$ cat config.mk
export PLATFORM = sky130hd
export DESIGN_NAME = list_record_writer_flat
export DESIGN_NICKNAME = d
export VERILOG_FILES = /design/src/rtl/list_record_writer_if.sv /design/src/rtl/list_record_writer.sv /design/src/flat_wrapper.sv
export SDC_FILE = /design/constraint.sdc
export NUM_CORES = 1
export LEC_CHECK = 0
export BUFFER_PORTS_ARGS = -buffer_cell sky130_fd_sc_hd__buf_4
export CAP_MARGIN = 25
export CORE_AREA = 2 2 101 103
export CTS_CLUSTER_DIAMETER = 60
export DETAILED_ROUTE_END_ITERATION = 10
export DIE_AREA = 0 0 103 105
export PLACE_DENSITY = 0.58
export RECOVER_POWER = 100
export SLEW_MARGIN = 10
export SYNTH_ARGS = -nofsm -noshare
export SYNTH_HDL_FRONTEND = slang
export SYNTH_SLANG_ARGS = --single-unit
$ cat constraint.sdc
create_clock -name clk -period 3.9 [get_ports clk]
set_input_delay 0.78 -clock clk [delete_from_list [all_inputs] [get_ports clk]]
set_output_delay 0.78 -clock clk [all_outputs]
set_load 0.005 [all_outputs]
$ cat src/rtl/list_record_writer_if.sv
// list_record_writer_if: element input handshake plus record write port.
//   in_vld/in_rdy/in_ptr/in_last : pointer list elements, one per handshake
//   out_we/out_wa/out_wd         : record write port toward the record memory
//   list_done/rec_count/err      : end-of-list pulse, record counter, sticky error
// modport master: list source / observer side; modport slave: the writer.
interface list_record_writer_if #(
  parameter int unsigned Width = 4,
  parameter int unsigned Lat   = 2
);
  logic                       in_vld;
  logic                       in_rdy;
  logic [Width-1:0]           in_ptr;
  logic                       in_last;
  logic                       out_we;
  logic [Width-1:0]           out_wa;
  logic [(Lat+1)*Width-1:0]   out_wd;
  logic                       list_done;
  logic [15:0]                rec_count;
  logic                       err;

  modport master (
    output in_vld, in_ptr, in_last,
    input  in_rdy, out_we, out_wa, out_wd, list_done, rec_count, err
  );

  modport slave (
    input  in_vld, in_ptr, in_last,
    output in_rdy, out_we, out_wa, out_wd, list_done, rec_count, err
  );
endinterface

$ cat src/rtl/list_record_writer.sv
// list_record_writer: packs pointer lists into chained (Lat+1)-successor records.
//   clk, rst : clock, synchronous active-high reset
//   bus      : list_record_writer_if.slave (element input + record write port)
// A record keyed by a node holds its next Lat+1 successors; the last successor
// keys the following record and a list end is always closed by zero fill.
module list_record_writer #(
  parameter int unsigned n     = 16,
  parameter int unsigned Width = $clog2(n),
  parameter int unsigned Lat   = 2
) (
  input  logic                 clk,
  input  logic                 rst,
  list_record_writer_if.slave  bus
);
  localparam int unsigned Slots = Lat + 1;
  localparam int unsigned RecW  = Slots * Width;
  localparam int unsigned KW    = (Lat > 0) ? $clog2(Lat + 1) : 1;

  typedef enum logic [1:0] {HEAD, BODY, FLUSH} state_t;

  state_t            r_state;
  logic [Width-1:0]  r_key;
  logic [RecW-1:0]   r_slots;
  logic [KW-1:0]     r_k;
  logic              r_we;
  logic [Width-1:0]  r_wa;
  logic [RecW-1:0]   r_wd;
  logic              r_done;
  logic [15:0]       r_cnt;
  logic              r_err;

  logic              w_acc;
  logic              w_null;
  logic              w_k_full;
  logic [RecW-1:0]   w_rec;

  assign bus.in_rdy = (r_state != FLUSH);
  assign w_acc      = bus.in_vld && (r_state != FLUSH);
  assign w_null     = (bus.in_ptr == '0);
  assign w_k_full   = (r_k == KW'(Lat));

  // Current slots with the incoming element placed at slot k; slots above k
  // are kept zero by clearing at every record start.
  always_comb begin
    w_rec = r_slots;
    for (int unsigned i = 0; i < Slots; i++) begin
      if (r_k == KW'(i)) w_rec[i*Width +: Width] = bus.in_ptr;
    end
  end

  // Record assembly FSM with registered write port
  always_ff @(posedge clk) begin
    if (rst) begin
      r_state <= HEAD;
      r_key   <= '0;
      r_slots <= '0;
      r_k     <= '0;
      r_we    <= 1'b0;
      r_wa    <= '0;
      r_wd    <= '0;
      r_done  <= 1'b0;
      r_cnt   <= '0;
      r_err   <= 1'b0;
    end else begin
      r_we   <= 1'b0;
      r_done <= 1'b0;
      case (r_state)
        HEAD: begin
          if (w_acc) begin
            if (w_null) begin
              r_err <= 1'b1;
            end else begin
              r_key   <= bus.in_ptr;
              r_k     <= '0;
              r_slots <= '0;
              if (bus.in_last) begin
                // single-node list: zero record keyed by the node itself
                r_we   <= 1'b1;
                r_wa   <= bus.in_ptr;
                r_wd   <= '0;
                r_done <= 1'b1;
                r_cnt  <= r_cnt + 16'd1;
              end else begin
                r_state <= BODY;
              end
            end
          end
        end
        BODY: begin
          if (w_acc) begin
            if (w_null) begin
              r_err <= 1'b1;
            end else if (!w_k_full) begin
              if (bus.in_last) begin
                r_we    <= 1'b1;
                r_wa    <= r_key;
                r_wd    <= w_rec;
                r_done  <= 1'b1;
                r_cnt   <= r_cnt + 16'd1;
                r_slots <= '0;
                r_k     <= '0;
                r_state <= HEAD;
              end else begin
                r_slots <= w_rec;
                r_k     <= r_k + KW'(1);
              end
            end else begin
              // record full: the element just taken keys the next record
              r_we    <= 1'b1;
              r_wa    <= r_key;
              r_wd    <= w_rec;
              r_cnt   <= r_cnt + 16'd1;
              r_key   <= bus.in_ptr;
              r_k     <= '0;
              r_slots <= '0;
              r_state <= bus.in_last ? FLUSH : BODY;
            end
          end
        end
        FLUSH: begin
          // terminating zero record for a list ending on a record key
          r_we    <= 1'b1;
          r_wa    <= r_key;
          r_wd    <= '0;
          r_done  <= 1'b1;
          r_cnt   <= r_cnt + 16'd1;
          r_state <= HEAD;
        end
        default: r_state <= HEAD;
      endcase
    end
  end

  assign bus.out_we    = r_we;
  assign bus.out_wa    = r_wa;
  assign bus.out_wd    = r_wd;
  assign bus.list_done = r_done;
  assign bus.rec_count = r_cnt;
  assign bus.err       = r_err;
endmodule
$ cat src/flat_wrapper.sv
// flat-port wrapper written by rule: the top's interface ports become plain ports
module list_record_writer_flat 
#(
  parameter int unsigned n     = 16,
  parameter int unsigned Width = $clog2(n),
  parameter int unsigned Lat   = 2
)
  (clk, rst, bus_in_vld, bus_in_ptr, bus_in_last, bus_in_rdy, bus_out_we, bus_out_wa, bus_out_wd, bus_list_done, bus_rec_count, bus_err);
  list_record_writer_if #(.Width(Width), .Lat(Lat)) bus_i ();
  input  logic clk;
  input  logic rst;
  input wire logic [$bits(bus_i.in_vld)-1:0] bus_in_vld;
  input wire logic [$bits(bus_i.in_ptr)-1:0] bus_in_ptr;
  input wire logic [$bits(bus_i.in_last)-1:0] bus_in_last;
  output wire logic [$bits(bus_i.in_rdy)-1:0] bus_in_rdy;
  output wire logic [$bits(bus_i.out_we)-1:0] bus_out_we;
  output wire logic [$bits(bus_i.out_wa)-1:0] bus_out_wa;
  output wire logic [$bits(bus_i.out_wd)-1:0] bus_out_wd;
  output wire logic [$bits(bus_i.list_done)-1:0] bus_list_done;
  output wire logic [$bits(bus_i.rec_count)-1:0] bus_rec_count;
  output wire logic [$bits(bus_i.err)-1:0] bus_err;
  assign bus_i.in_vld = bus_in_vld;
  assign bus_i.in_ptr = bus_in_ptr;
  assign bus_i.in_last = bus_in_last;
  assign bus_in_rdy = bus_i.in_rdy;
  assign bus_out_we = bus_i.out_we;
  assign bus_out_wa = bus_i.out_wa;
  assign bus_out_wd = bus_i.out_wd;
  assign bus_list_done = bus_i.list_done;
  assign bus_rec_count = bus_i.rec_count;
  assign bus_err = bus_i.err;
  list_record_writer #(.n(n), .Width(Width), .Lat(Lat)) u_core (.clk(clk), .rst(rst), .bus(bus_i));
endmodule
==> reports/qor.csv <==
stage,metric,value,unit
status,status,"finished, final reports clean",
cts,cts_max_path_buffers,2,
cts,cts_buffers,5,
global_route,grt_pass1_vias,2313,
floorplan,core.rowCount,36,
cts,clkLatencyLatePin,0.32,ns
cts,cts.clk_slew.worst_paths,0.11,ns
routing,drt-pass1-iter-count,4,
layout,drive_above_1_share,0.2000,
setup_path,ff2ff_path_depth,6,
place,place.gp.congestion,0.7664,
layout,antennaDiodeCount,0,
logic_synthesis,syn_inst,325,
cts,clock_sinks,55,
setup_path,reg2reg_to,u_core.bus.rec_count[9],
setup_path,cp.required,4.15,ns
setup_path,crit_fanout,16,
setup_path,ff2ff_setup_slack,1.29,ns
setup_path,crit_arrival,2.91,ns
layout,nets,371,
setup_path,endpoint_kind,flop,
sta,tightest_slew,1.034,ns
sta,skew,0.01118,ns
logic_synthesis,synth_edf_count,0,
routing,wirelength,7287,um
logic_synthesis,syn-num-nets,342,
pwr,pwr_density_cell,318.5,mW/mm^2
layout,nFillCells,1021,
pwr,swShare,0.2895,
setup_path,r2r_start,u_core.r_state[0],
place,dp_hpwl,5052,um
setup_path,critPathKind,input port to flop,
sta,setup_tns,0,ns
place,io_buffers,43,
cts,cts_hold_buf,0,
pwr,ir_drop,150.5,uV
logic_synthesis,ys.flop_type,dfxtp_1,
sta,timing.final.ws_setup,1.240,ns
logic_synthesis,ys_types,47,
pwr,combPwrFrac,0.139,
sta,final_hold_viol_count,0,
routing,wl_per_cell,14.93,um
layout,final_core_util,0.3499,
sta,fin_crit,2.660,ns
global_route,overflow,0,
cts,cts_resized,0,
routing,ant_nets,0,
cts,cts_tree,built,
sta,fmax,375.9,MHz
pwr,leakage,0.001208,uW
logic_synthesis,async_flop_share,0,
logic_synthesis,synth_top_area_cell,dfxtp_1,
layout,synthToLayoutAreaGrowth,15.21,%
logic_synthesis,synth.most_common_cell,dfxtp_1,
pwr,p_sw,311.0,uW
floorplan,core_area,0.009639,sq mm
floorplan,die_height,105,um
logic_synthesis,synth-seq-cells,55,
routing,avgViaCountPerCell,5.107,
logic_synthesis,synth_top_area_frac,0.3761,
global_route,grt_pass1_wl,11870,um
setup_path,crit_path_start_kind,input port,
setup_path,startpoint,bus_in_ptr[1],
pwr,power_frac_clock,0.318,
cts,clockRootBuffer,clkbuf_8,
floorplan,die_area,0.01082,sq mm
routing,remaining_drc_errors,0,
layout,seq_area,0.001101,sq mm
sta,slew_violations,0,
logic_synthesis,synth_area,0.002928,sq mm
logic_synthesis,synth_area_leaders,"dfxtp_1 38%, mux2_2 6.2%, mux2i_1 5.5%",
logic_synthesis,yosysWarnings,0,
pwr,power_frac_seq,0.543,
run,drv_cap,0,
logic_synthesis,yosysSeqAreaShare,0.3761,
floorplan,start_util,0.3037,
pwr,p_int,763.2,uW
routing,vias,2492,
sta,setup_viol,0,
global_route,grt_usage,0.1359,
global_route,grt_max_degree,68,
setup_path,endpoint,u_core.bus.out_wd[0],
sta,period_share,0.6820,
logic_synthesis,postSynthAreaPerCell,9.009,sq um
floorplan,ios,44,
cts,htreeDepth,2,
place,dp_slack,1.169,ns
worst_hold_path,hold_class,flop to flop,
routing,first_iter_violations,70,
global_route,antenna_found_initial,0,
sta,rsz0062_at_grt,no,
layout,multiInputGateArea,0.001633,sq mm
floorplan,die_w,103,um
logic_synthesis,ys_top_cells_by_count,"55 x dfxtp_1, 28 x nand2_1, 20 x a211oi_1, 17 x clkbuf_1, 17 x nand2b_1",
cts,cts_setup_buffers,0,
sta,relSlewSlack,0.3045,
==> critical path, stage by stage <==
cell	delay, ns
clkbuf_1	0.15
or4_1	0.73
o211ai_1	0.26
a21o_1	0.70
mux2i_1	0.27
==> layer usage <==
layer | up-vias | GRT usage | share of wire
met4 | 0 | 0.03102 | 0.0088
li1 | 1256 | - | -
met5 | - | 0 | 0
met2 | 68 | 0.2110 | 0.46
met1 | 1158 | 0.1934 | 0.48
met3 | 10 | 0.02609 | 0.045
==> flip-flops by register name, indices dropped and copies added, names as in the netlist <==
register              flops
u_core.bus.rec_count     16
u_core.bus.out_wd        12
u_core.r_slots           12
u_core.bus.out_wa         4
u_core.r_key              4
u_core.r_k                2
u_core.r_state            2
u_core.bus.err            1
u_core.bus.list_done      1
u_core.bus.out_we         1
==> cells by family after synthesis <==
family                     count (synthesis)  synth area share
DFF                                       55            0.3761
AOI/OAI and AO/OA                         72            0.1769
adders and majority gates                  9           0.03846
and+or+nand+nor                          119            0.2312
buffers and inverters                     38           0.06111
muxes                                     32            0.1162
==> per-stage QoR <==
stage	total power (uW)	instances	hold slack, ns	area, sq um
after floorplan	707.5	325	0.4257	2928
after global placement	747.7	480	0.4362	3313
after global routing	1124	488	0.4785	3373
after detailed placement	750.5	480	0.4427	3313
final	1074	488	0.4546	3373
after CTS	1094	488	0.4596	3411
==> how the worst min path moves through the flow <==
stage / cells after the start / slack [ns] / endpoint / start
global placement: 2 / 0.44 / u_core.r_slots[5] / u_core.r_slots[5]
detailed placement: 2 / 0.44 / u_core.r_slots[6] / u_core.r_slots[6]
global route: 2 / 0.48 / u_core.r_slots[6] / u_core.r_slots[6]
finish: 2 / 0.45 / u_core.r_slots[5] / u_core.r_slots[5]
CTS: 2 / 0.46 / u_core.r_slots[6] / u_core.r_slots[6]
floorplan: 1 / 0.43 / u_core.r_slots[10] / u_core.r_slots[10]
==> placed cells by master (no fill, tap or decap), types with 7 or more instances in the layout <==
cell      count
nor2_1        9
a21oi_1      15
mux2i_1      16
nand4_1      13
mux2_2       16
nand3_1       8
clkbuf_4     32
inv_1        14
a211oi_1     20
nand2_1      28
or3_1         7
nand2b_1     17
buf_4         8
dfxtp_1      55
nand3b_1      9
ha_1          9
==> power by group through the flow <==
stage	Combinational, uW	Sequential, uW	Clock, uW
after CTS	155	584	355
after global routing	164	585	375
after detailed placement	154	596	0
final	149	583	342
after global placement	151	596	0
after floorplan	113	594	0
==> cell type report <==
class | instances | share of cell area
Clock buffer | 5 | 0.02040
Clock inverter | 3 | 0.008531
Inverter | 14 | 0.01558
Multi-Input combinational cell | 232 | 0.4841
Sequential cell | 55 | 0.3264
Tap cell | 133 | 0.04933
Timing Repair Buffer | 46 | 0.09570
No activity file was read; power rests on OpenSTA's default activity.
